<file path="config.mk">
export PLATFORM = sky130hd
export DESIGN_NAME = imem_boot_loader
export DESIGN_NICKNAME = d
export VERILOG_FILES = /design/src/rtl/boot_pkg.sv /design/src/rtl/byte_pair_packer.sv /design/src/rtl/imem_boot_loader.sv
export SDC_FILE = /design/constraint.sdc
export NUM_CORES = 1
export LEC_CHECK = 0
export ABC_CLOCK_PERIOD_IN_PS = 3100
export CAP_MARGIN = 0
export CORE_ASPECT_RATIO = 1.2
export CORE_UTILIZATION = 50
export CTS_CLUSTER_SIZE = 8
export DETAILED_ROUTE_END_ITERATION = 12
export MAX_ROUTING_LAYER = met4
export PLACE_DENSITY = 0.78
export SLEW_MARGIN = 40
export SYNTH_ARGS = -nofsm -noshare
export SYNTH_HDL_FRONTEND = slang
export SYNTH_SLANG_ARGS = --single-unit
</file>
<file path="constraint.sdc">
create_clock -name clk -period 3.1 [get_ports clk]
set_input_delay 0.93 -clock clk [delete_from_list [all_inputs] [get_ports clk]]
set_output_delay 0.93 -clock clk [all_outputs]
set_load 0.005 [all_outputs]
</file>
<file path="src/rtl/boot_pkg.sv">
// ---------------------------------------------------------------------------
// boot_pkg
//   Shared definitions for the instruction-memory boot loader: loader state
//   encoding, image header width, byte ordering of the host stream, and the
//   small helpers that classify a state as a high-byte or low-byte phase.
// ---------------------------------------------------------------------------
package boot_pkg;

  // Width of the word-count header that precedes the image.
  localparam int HDR_W = 16;

  // Width of one instruction word as assembled from two host bytes.
  localparam int WORD_W = 16;

  // Host sends the high byte of every 16-bit quantity first.
  localparam bit BYTE_ORDER_HI_FIRST = 1'b1;

  typedef enum logic [2:0] {
    LEN_HI = 3'd0,
    LEN_LO = 3'd1,
    DAT_HI = 3'd2,
    DAT_LO = 3'd3,
    DONE   = 3'd4
  } boot_state_t;

  // The header and the data words share the same hi/lo byte pairing.
  function automatic logic is_hi_phase(boot_state_t s);
    return (s == LEN_HI) || (s == DAT_HI);
  endfunction

  function automatic logic is_lo_phase(boot_state_t s);
    return (s == LEN_LO) || (s == DAT_LO);
  endfunction

endpackage

</file>
<file path="src/rtl/byte_pair_packer.sv">
// ---------------------------------------------------------------------------
// byte_pair_packer
//   Joins two consecutive host bytes into one 16-bit word. The first byte of
//   a pair is held in a register; the word is presented combinationally
//   together with word_valid while the second byte is on the input.
// Ports
//   clk, reset   clock, synchronous active-high reset
//   hi_en        first byte of a pair is being accepted
//   lo_en        second byte of a pair is being accepted
//   in_byte      host byte
//   word         assembled word (valid while word_valid is high)
//   word_valid   strobe, high in the cycle the second byte is accepted
// ---------------------------------------------------------------------------
module byte_pair_packer
  import boot_pkg::*;
(
  input  logic              clk,
  input  logic              reset,
  input  logic              hi_en,
  input  logic              lo_en,
  input  logic [7:0]        in_byte,
  output logic [WORD_W-1:0] word,
  output logic              word_valid
);

  logic [7:0] first_q;

  // NOTE: clocked state is written with non-blocking assignments so every
  // register samples pre-edge values, independent of block ordering.
  always_ff @(posedge clk) begin
    if (reset) begin
      first_q <= '0;
    end else if (hi_en) begin
      first_q <= in_byte;
    end
  end

  always_comb begin
    if (BYTE_ORDER_HI_FIRST) begin
      word = {first_q, in_byte};
    end else begin
      word = {in_byte, first_q};
    end
    word_valid = lo_en;
  end

endmodule

</file>
<file path="src/rtl/imem_boot_loader.sv">
// ---------------------------------------------------------------------------
// imem_boot_loader
//   Streams a program image from a host byte link into instruction memory
//   while holding the processor in reset. Stream: LEN_HI, LEN_LO (word count
//   N), then N words high byte first. Words beyond the memory depth are
//   consumed but not written and flag err.
// Ports
//   clk, reset     clock, synchronous active-high reset
//   start          re-arms a new load when in DONE (ignored otherwise)
//   in_valid       host byte valid
//   in_data        host byte
//   in_ready       loader accepts a byte this cycle (low only in DONE)
//   imem_we        instruction memory write strobe (registered)
//   imem_addr      word address of the write
//   imem_wdata     word data of the write
//   cpu_reset      processor reset, released one cycle after done rises
//   busy           load in progress
//   done           image complete
//   err            header count exceeded memory depth (sticky until reset/start)
//   words_loaded   words actually written, saturates at the memory depth
// ---------------------------------------------------------------------------
module imem_boot_loader
  import boot_pkg::*;
#(
  parameter int ADDR_W = 8,
  parameter int DATA_W = 16
) (
  input  logic              clk,
  input  logic              reset,
  input  logic              start,
  input  logic              in_valid,
  input  logic [7:0]        in_data,
  output logic              in_ready,
  output logic              imem_we,
  output logic [ADDR_W-1:0] imem_addr,
  output logic [DATA_W-1:0] imem_wdata,
  output logic              cpu_reset,
  output logic              busy,
  output logic              done,
  output logic              err,
  output logic [ADDR_W:0]   words_loaded
);

  // Memory depth, widened so it compares against a full 16-bit header.
  localparam logic [HDR_W:0] DEPTH = (HDR_W + 1)'(1) << ADDR_W;

  boot_state_t       state, state_nx;
  logic              accept;
  logic              restart;
  logic [WORD_W-1:0] word;
  logic              word_valid;
  logic [HDR_W-1:0]  len_q;
  logic [HDR_W-1:0]  word_idx;
  logic              last_word;
  logic              in_range;

  always_comb begin
    in_ready  = (state != DONE);
    accept    = in_valid && in_ready;
    restart   = (state == DONE) && start;
    last_word = (word_idx == len_q - 1'b1);
    in_range  = ({1'b0, word_idx} < DEPTH);
    done      = (state == DONE);
    busy      = (state != DONE);
  end

  byte_pair_packer u_packer (
    .clk        (clk),
    .reset      (reset),
    .hi_en      (accept && is_hi_phase(state)),
    .lo_en      (accept && is_lo_phase(state)),
    .in_byte    (in_data),
    .word       (word),
    .word_valid (word_valid)
  );

  always_ff @(posedge clk) begin
    if (reset) begin
      state <= LEN_HI;
    end else begin
      state <= state_nx;
    end
  end

  // NOTE: state_nx gets a default before the case so every path assigns it
  // and no latch is inferred.
  always_comb begin
    state_nx = state;
    unique case (state)
      LEN_HI: if (accept) state_nx = LEN_LO;
      LEN_LO: if (accept) state_nx = (word == '0) ? DONE : DAT_HI;
      DAT_HI: if (accept) state_nx = DAT_LO;
      DAT_LO: if (accept) state_nx = last_word ? DONE : DAT_HI;
      DONE:   if (start)  state_nx = LEN_HI;
      default:            state_nx = LEN_HI;
    endcase
  end

  // NOTE: every register here, data included, is reset so that a reset
  // mid-load returns all outputs to a known state on the next edge; the
  // memory array itself is outside this block and keeps its contents.
  always_ff @(posedge clk) begin
    if (reset) begin
      len_q        <= '0;
      word_idx     <= '0;
      imem_we      <= 1'b0;
      imem_addr    <= '0;
      imem_wdata   <= '0;
      words_loaded <= '0;
      err          <= 1'b0;
      cpu_reset    <= 1'b1;
    end else begin
      imem_we <= 1'b0;
      // Released only after a full cycle in DONE, so the final write has
      // committed; a restart re-asserts it right away.
      cpu_reset <= !((state == DONE) && !start);

      if (restart) begin
        err          <= 1'b0;
        words_loaded <= '0;
      end

      if ((state == LEN_LO) && accept) begin
        len_q    <= word;
        word_idx <= '0;
        err      <= ({1'b0, word} > DEPTH);
      end

      if ((state == DAT_LO) && word_valid) begin
        word_idx <= word_idx + 1'b1;
        // Out-of-range words are drained from the link without a write.
        if (in_range) begin
          imem_we      <= 1'b1;
          imem_addr    <= ADDR_W'(word_idx);
          imem_wdata   <= DATA_W'(word);
          words_loaded <= words_loaded + 1'b1;
        end
      end
    end
  end

endmodule

</file>
==> summary.txt, run 1 <==
Setup Viol. Count Final = 0
nets = 536
setup bufs post-CTS = 0
grt ovf = 0
Layout area overhead = 20.3%
routed len/inst = 14.9 um
cell row count = 34
share of layout cells above drive strength 1 = 7.43%
ANT cells = 0
total CTS buffers = 9
FILL cells = 631
Die Ht = 97.1 um
RSZ-0062 raised after global routing = false
pwr dens = 463 mW/mm^2
count of cell types in the netlist = 56
leading register cell type out of synthesis = dfxtp_1
crit-path max cell delay = 500 ps
WHS Path Cells = 2
Synth Area per Inst = 7.83 sq um
cts hold-fix bufs = 0
Synth Register Bits = 79
largest net degree at the start of global routing = 50
Synth Net Count = 496
min Tclk post-route = 2500 ps
Hold WC Path Type = flop to flop
vias per cell = 5.73
register area share after synthesis = 42.0%
Critical Setup Path Class = flop to primary output
Final Worst Setup Slack = 598 ps
Worst slew margin = 55.7%
Die ar. = 0.00789 sq mm
Slew @ Worst Pin = 660 ps
TritonCTS clock tree = built
vias in the first global route = 3303
most frequent cells in the layout = nand2_1 (109), dfxtp_1 (79), a21oi_1 (64)
crit path from = state[0]
Cells after Synth = 481
total wire length = 9140 um
skew final = 8.84 ps
htree depth = 3
GRT Total Usage = 25.9%
min-delay src = imem_addr[5]
# IOs = 51
MaxCap Viol Count = 0
DP Worst Slack = 302 ps
CTS Root Cell = clkbuf_8
commonest non-fill, non-tap cell in the layout = nand2_1
Routed Antenna Nets = 0
leakage power = 1.60 nW
final period utilization = 80.7%
GP Congestion = 0.888
Reg clk slew, reported paths = 80 ps
r2r worst-path depth = 6
Crit. End Element = primary output
Die Width = 81.3 um
number of synthesized flops with an enable pin = 0
Final Max Slew Viols = 0
CORE AREA = 0.00727 sq mm
fmax = 400 MHz
Setup TNS = 0 ps
yosys warns = 0
clk buf depth = 2
first-pass GRT wire length = 15300 um
CTS resizes = 0
clock sinks = 79
Detailed Route Iter0 Violations = 240
Final Hold Vio Count = 0
Synth Cell Area = 0.00377 sq mm
Final HPWL DP = 6630 um
drt first pass iters = 4
Initial Util = 51.8%
via count = 3521
crit-path max FO = 7
port buffer count = 50
initial antenna violation count = 0
Max IR drop VDD = 346 uV
status = finished, final reports clean
later-pin clock latency in the skew report = 350 ps
Async S/R FF share, synth = 0%
CP Cell Sequence = nor2_1 -> nand2_1 -> inv_1 -> clkdlybuf4s50_1
Crit path required time = 2170 ps
Slowest-stage cell, CP = clkdlybuf4s50_1
crit path DAT = 1570 ps
Setup crit start kind = flop
drc violations = 0
R2R Path Start = len_q[0]
## state kept, by name, indices dropped and copies added (netlist names)
name	count
u_packer.first_q	8
imem_addr	8
word_idx	16
state	3
cpu_reset	1
imem_we	1
len_q	16
imem_wdata	16
err	1
words_loaded	9
## through the flow
stage          std cells  util [%]  cell area, sq um  hold WS, ps  total power [mW]
6_report             615      62.3              4530          454              2.10
5_1_grt              615      62.3              4530          472              2.19
4_1_cts              615      62.3              4530          458              2.11
3_5_place_dp         600      59.4              4320          447              1.30
3_3_place_gp         600      59.4              4320          445              1.30
2_1_floorplan        481         -              3770          448              1.23
## cell usage after synthesis, drive strengths merged (6+ instances only)
master	count	area (sq um)
a21oi	64	320
and3	6	37.5
clkbuf	27	103
dfxtp	79	1580
inv	6	22.5
mux2i	11	110
nand2	109	409
nand3	16	85.1
nand3b	6	45.0
nand4	7	43.8
nor2	39	146
nor3	14	75.1
nor4	15	124
o21ai	9	45.0
xnor2	14	130
xor2	10	87.6
## kinds of logic after synthesis
| kind of cell | after synthesis | synth area share, % |
|---|---|---|
| AOI/OAI and AO/OA | 91 | 13.6 |
| xor gates and xnor gates | 24 | 5.78 |
| adders and majority gates | 3 | 0.996 |
| buffers and inverters | 37 | 4.05 |
| DFF | 79 | 42.0 |
| muxes | 12 | 3.22 |
| and+or+nand+nor | 235 | 30.3 |
## worst paths after layout
path / slack [ps] / to
worst max-delay path: 600 / done
worst min-delay path: 450 / imem_addr[5]
worst max register to register: 730 / state[2]
worst min register to register: 450 / imem_addr[5]
## per-layer routing
metal / up-vias / GRT usage [%] / share of wire (%)
li1: 1736 / - / -
met1: 1664 / 29.9 / 42
met2: 96 / 41.4 / 50
met3: 25 / 4.51 / 4.3
met4: 0 / 15.0 / 3.6
met5: - / - / 0
## power by group
group,leakage (nW),internal (mW),switching (mW)
clock,0.105,0.447,0.370
sequential,0.639,1.03,0.0268
combinational,0.859,0.0964,0.125
total,1.60,1.58,0.521
## area by class of cell
cell class / count / area (sq um) / area share (%)
Clock inverter: 6 / 86.3 / 1.91
Clock buffer: 9 / 124 / 2.73
Tap cell: 90 / 113 / 2.48
Inverter: 6 / 22.5 / 0.497
Timing Repair Buffer: 60 / 571 / 12.6
Multi-Input combinational cell: 365 / 2030 / 44.9
Sequential cell: 79 / 1580 / 34.9
## critical path, delay by kind of cell (launching register included)
kind / cells / cell delay, ps
flip-flops: 1 / 370
AND/OR/NAND/NOR: 2 / 250
buffers and inverters: 2 / 600
Note: power is estimated with default switching activity, not from simulation.
==> run 2: changes to the inputs <==
--- a/config.mk
+++ b/config.mk
@@ -5,14 +5,14 @@
 export SDC_FILE = /design/constraint.sdc
 export NUM_CORES = 1
 export LEC_CHECK = 0
-export ABC_CLOCK_PERIOD_IN_PS = 3100
+export ABC_CLOCK_PERIOD_IN_PS = 2200
 export CAP_MARGIN = 0
 export CORE_ASPECT_RATIO = 1.2
-export CORE_UTILIZATION = 50
+export CORE_UTILIZATION = 49
 export CTS_CLUSTER_SIZE = 8
 export DETAILED_ROUTE_END_ITERATION = 12
 export MAX_ROUTING_LAYER = met4
-export PLACE_DENSITY = 0.78
+export PLACE_DENSITY = 0.79
 export SLEW_MARGIN = 40
 export SYNTH_ARGS = -nofsm -noshare
 export SYNTH_HDL_FRONTEND = slang
==> constraint.sdc (replaced) <==
create_clock -name clk -period 2.2 [get_ports clk]
set_input_delay 0.66 -clock clk [delete_from_list [all_inputs] [get_ports clk]]
set_output_delay 0.66 -clock clk [all_outputs]
set_load 0.005 [all_outputs]
==> summary.txt, run 2 (synthesized netlist as in run 1, its figures left out) <==
total CTS buffers = 9 (unchanged)
CTS Root Cell = clkbuf_8
htree depth = 3 (unchanged)
via count = 3757 (+6.7%)
min Tclk post-route = 2180 ps
Worst slew margin = 67.7% (+12 points)
leakage power = 1.81 nW (+13%)
most frequent cells in the layout = nand2_1 (108), dfxtp_1 (76), a21oi_1 (64)
routed len/inst = 15.9 um (+6.8%)
Slowest-stage cell, CP = clkdlybuf4s50_1
drt first pass iters = 4 (unchanged)
Setup Viol. Count Final = 0 (unchanged)
min-delay src = imem_wdata[4]
share of layout cells above drive strength 1 = 16.1% (+8.6 points)
multi-input logic area = 0.00210 sq mm (+3.4%)
Detailed Route Iter0 Violations = 247 (+2.9%)
initial antenna violation count = 0 (unchanged)
Reg clk slew, reported paths = 80 ps (about the same)
vias per cell = 5.78 (+0.96%)
# IOs = 51 (unchanged)
Routed Antenna Nets = 0 (unchanged)
commonest non-fill, non-tap cell in the layout = nand2_1
CORE AREA = 0.00736 sq mm (+1.2%)
clk buf depth = 2 (unchanged)
Critical Setup Path Class = flop to primary output
Setup TNS = 0 ps (unchanged)
Final Hold Vio Count = 0 (unchanged)
cts hold-fix bufs = 0 (unchanged)
status = finished, final reports clean
Die Width = 82.1 um (+0.99%)
WHS Path Cells = 2 (unchanged)
Setup crit start kind = flop
GRT Total Usage = 27.6% (+1.8 points)
drc violations = 0 (unchanged)
Placement Cell Area = 0.00457 sq mm (+5.8%)
largest registers = imem_wdata: 16 flops, len_q: 16 flops, word_idx: 16 flops
CP Cell Sequence = nor2_4 -> nand2_2 -> inv_2 -> clkdlybuf4s50_1
FILL cells = 612 (-3.0%)
first-pass GRT wire length = 16600 um (+8.1%)
later-pin clock latency in the skew report = 360 ps (about the same)
total wire length = 10300 um (+13%)
Die ar. = 0.00805 sq mm (+2.0%)
clock sinks = 79 (unchanged)
Final HPWL DP = 6980 um (+5.3%)
cell row count = 34 (unchanged)
WHS Endpoint = imem_wdata[4]
Initial Util = 51.2% (-0.60 points)
largest net degree at the start of global routing = 48 (-4.0%)
Overall Power = 3.20 mW (+52%)
Fin Hold WS = 456 ps (+2.49 ps)
fin area = 0.00492 sq mm (+8.6%)
Die Ht = 98.1 um (+1.0%)
Crit. End Element = primary output
crit path DAT = 1520 ps (-50 ps)
crit-path max cell delay = 500 ps (about the same)
TritonCTS clock tree = built
ANT cells = 0 (unchanged)
R2R Path Start = len_q[1]
grt ovf = 0 (unchanged)
MaxCap Viol Count = 0 (unchanged)
vias in the first global route = 3547 (+7.4%)
Final Max Slew Viols = 0 (unchanged)
Slew @ Worst Pin = 480 ps (-180 ps)
r2r worst-path depth = 8 (+2)
Max IR drop VDD = 566 uV (+64%)
port buffer count = 50 (unchanged)
skew final = 11.0 ps (+2.16 ps)
worst r2r dst = state[2]
Worst Path Buf+Inv = 2 (unchanged)
final period utilization = 99.3%
crit-path max FO = 7 (unchanged)
pwr dens = 650 mW/mm^2 (+40%)
Top delay family on crit path = buffers and inverters
Reg area = 0.00159 sq mm (+0.55%)
Crit path required time = 1540 ps (-630 ps)
fmax = 458 MHz
nets = 571 (+6.5%)
Layout area overhead = 30.6%
RSZ-0062 raised after global routing = true
GP Congestion = 0.844 (-5.0%)
Hold WC Path Type = flop to flop
R2R Setup Slk = 50 ps (-680 ps)
## run 2: cell types whose count changed in the layout (fill, tap and decap cells not counted), moves of 2 or more
| cell | delta |
|---|---|
| buf_4 | +32 |
| dfxtp_1 | -3 |
| inv_1 | -3 |
| inv_2 | +3 |
| buf_6 | +2 |
| clkinv_2 | -2 |
| dfxtp_4 | +2 |
| nor4_1 | -2 |
| or3_1 | -2 |
| or3_4 | +2 |
## run 2: layout make-up
type	count	share of cell area, %
multi-input combinational	365	42.7
sequential	79	32.3
timing repair buffer	95	17.3
clock buffer	9	2.52
clock inverter	6	2.39
tap	90	2.29
inverter	6	0.457
## run 2: power by group
group	leakage (nW)	internal, mW	switching [mW]
clock network	0.118	0.759	0.552
registers	0.641	1.46	0.0316
logic	1.05	0.185	0.216
## run 2: routing by layer
metal / vias up / GRT usage, % / part of all wire (%) / routed length, um
li1: 1809 / - / - / -
met2: 121 / 44.6 / 52 / 5380
met4: 0 / 16.9 / 4.1 / 425
met1: 1793 / 32.2 / 40 / 4150
met3: 34 / 2.90 / 3.5 / 362
met5: - / - / 0 / 0
## run 2: worst max-delay path by stage
stage               startpoint  endpoint  slack, ps  cells after the start
detailed placement  in_data[1]  state[1]       -280                      7
global placement    in_data[0]  state[1]       -230                      7
global route          len_q[5]  state[2]       -100                      6
finish                state[0]      done         20                      4
CTS                   state[0]      done          2                      4
floorplan             len_q[0]  state[2]        180                      8
## run 2: repair_timing
item / CTS / global route
cloned: 0 / 0
gates resized for setup: 2 / 22
setup buffers: 0 / 3
setup endpoints to repair: 3 / 4
pin swaps: 0 / 8
## run 2: per-stage QoR
step | utilization [%] | instances | worst slack (ps)
after floorplan | - | 481 | 178
after global placement | 62.2 | 632 | -229
after detailed placement | 62.2 | 632 | -282
after CTS | 65.5 | 647 | 1.93
after global routing | 66.9 | 650 | -102
final | 66.9 | 650 | 16.0
## run 2: worst register-to-register path, cell delays in order (launching register included)
cell and delay (ps):
dfxtp_2 340, inv_2 70, ha_4 130, or2b_1 260, o31a_1 250, or3_4 350, nor4_4 270, nand4_1 160
o31ai_2 240
==> run 3: changes to the inputs <==
--- a/config.mk
+++ b/config.mk
@@ -8,11 +8,11 @@
 export ABC_CLOCK_PERIOD_IN_PS = 2200
 export CAP_MARGIN = 0
 export CORE_ASPECT_RATIO = 1.2
-export CORE_UTILIZATION = 49
+export CORE_UTILIZATION = 28
 export CTS_CLUSTER_SIZE = 8
 export DETAILED_ROUTE_END_ITERATION = 12
 export MAX_ROUTING_LAYER = met4
-export PLACE_DENSITY = 0.79
+export PLACE_DENSITY = 0.52
 export SLEW_MARGIN = 40
 export SYNTH_ARGS = -nofsm -noshare
 export SYNTH_HDL_FRONTEND = slang
==> summary.txt, run 3 (synthesized netlist as in run 1, its figures left out) <==
status = finished, final reports clean
cell row count = 46 (+35%)
drt first pass iters = 4 (unchanged)
drc violations = 0 (unchanged)
total CTS buffers = 9 (unchanged)
Sw Pwr = 849 uW (+6.1%)
Final Max Slew Viols = 0 (unchanged)
Layout area overhead = 37.1%
Int Pwr = 2.54 mW (+5.8%)
Critical Setup Path Class = flop to primary output
CORE AREA = 0.0132 sq mm (+79%)
Setup Viol. Count Final = 0 (unchanged)
routed len/inst = 13.8 um (-13%)
vias per cell = 4.86 (-16%)
Final HPWL DP = 7520 um (+7.8%)
first-pass GRT wire length = 16700 um (+0.88%)
TritonCTS clock tree = built
total wire length = 10200 um (-1.0%)
Final Hold Vio Count = 0 (unchanged)
port buffer count = 50 (unchanged)
skew final = 6.31 ps (-4.68 ps)
Flop pwr share = 43.9% (-2.6 points)
fmax = 459 MHz (+0.21%)
largest net degree at the start of global routing = 77 (+60%)
nets = 584 (+2.3%)
# IOs = 51 (unchanged)
Clk network pwr share = 44.0% (+3.0 points)
share of layout cells above drive strength 1 = 17.6% (+1.5 points)
ANT cells = 0 (unchanged)
Switching Share = 25.1% (+0.063 points)
initial antenna violation count = 0 (unchanged)
GRT Total Usage = 16.0% (-12 points)
via count = 3609 (-3.9%)
Max IR drop VDD = 355 uV (-37%)
Crit path required time = 1540 ps (about the same)
Cells after DPL = 721 (+14%)
crit path DAT = 1520 ps (about the same)
fin area = 0.00517 sq mm (+5.0%)
pwr dens = 655 mW/mm^2 (+0.88%)
Die ar. = 0.0139 sq mm (+73%)
CTS Root Cell = clkbuf_16
most frequent cells in the layout = nand2_1 (108), dfxtp_1 (76), a21oi_1 (64)
Placement Cell Area = 0.00477 sq mm (+4.2%)
final period utilization = 99.1% (-0.21 points)
FILL cells = 1348 (+120%)
min Tclk post-route = 2180 ps (-4.65 ps)
crit-path max FO = 7 (unchanged)
Hold WC Path Type = flop to flop
Die Width = 108 um (+32%)
later-pin clock latency in the skew report = 340 ps (-20 ps)
Reg clk slew, reported paths = 60 ps (-20 ps)
Post-Route Utilization = 39.2% (-28 points)
RSZ-0062 raised after global routing = true
Overall Power = 3.39 mW (+5.9%)
MaxCap Viol Count = 0 (unchanged)
Detailed Route Iter0 Violations = 132 (-47%)
commonest non-fill, non-tap cell in the layout = nand2_1
Slew @ Worst Pin = 791 ps (+310 ps)
clock sinks = 79 (unchanged)
Routed Antenna Nets = 0 (unchanged)
largest registers = imem_wdata: 16 flops, len_q: 16 flops, word_idx: 16 flops
vias in the first global route = 3386 (-4.5%)
Crit. End Element = primary output
Worst slew margin = 47.3% (-20 points)
Fin Hold WS = 455 ps (-1.78 ps)
Initial Util = 28.6% (-23 points)
Finished Layout Cells = 742 (+14%)
grt ovf = 0 (unchanged)
htree depth = 3 (unchanged)
Logic pwr share = 12.1% (-0.4 points)
leakage power = 1.90 nW (+5.1%)
Die Ht = 129 um (+32%)
GP Congestion = 0.871 (+3.3%)
clk buf depth = 2 (unchanged)
Setup crit start kind = flop
[run 3: cell types whose count changed in the layout (fill, tap and decap cells not counted), sizes merged]
cell,previous run,this run
clkinv,0,3
buf,46,59
bufinv,3,1
inv,8,7
clkinvlp,1,2
[run 3: metal layers]
metal | up-vias | GRT usage [%] | wire [um]
met3 | 16 | 3.82 | 230
met1 | 1704 | 17.8 | 4470
met2 | 50 | 27.5 | 5240
met4 | 0 | 5.96 | 265
met5 | - | - | 0
li1 | 1839 | - | -
[run 3: repair_timing]
action                     4_1_cts  5_1_grt
gates resized for setup          5       14
buffers inserted                 0        5
setup endpoints to repair        4        6
hold buffers                     0        0
pin swaps                        6        8
[run 3: final timing paths]
kind	start	endpoint	slack, ps	depth (start not counted)
max	state[0]	done	20	4
min	imem_wdata[15]	imem_wdata[15]	450	2
max reg2reg	len_q[0]	state[2]	60	9
min reg2reg	imem_wdata[15]	imem_wdata[15]	450	2
[run 3: final cells by class]
type                    count  area (sq um)  area share [%]
clock buffers               9           225            4.36
clock inverters             7          72.6            1.40
inverters                   6          22.5           0.436
multi-input cells         365          2090            40.4
flip-flops and latches     79          1590            30.7
well taps                 168           210            4.07
repair buffers            108           963            18.6
[run 3: stage by stage]
stage | setup TNS (ps) | setup slack (ps)
3_5_place_dp | -5410 | -313
3_3_place_gp | -4580 | -233
2_1_floorplan | 0 | 178
6_report | 0 | 20.6
5_1_grt | -187 | -76.4
4_1_cts | 0 | 4.64
[run 3: worst max-delay path: stages, from the launching register on]
cell             delay [ps]
dfxtp_2                 360
nor2_2                  140
nand2_2                  90
inv_1                    90
clkdlybuf4s50_1         500
[run 3: power by group through the flow]
stage | Combinational (mW) | Sequential, mW | Clock [mW]
finish | 0.410 | 1.49 | 1.49
global route | 0.453 | 1.49 | 1.59
CTS | 0.386 | 1.49 | 1.53
detailed placement | 0.384 | 1.52 | 0
global placement | 0.378 | 1.52 | 0
floorplan | 0.231 | 1.51 | 0
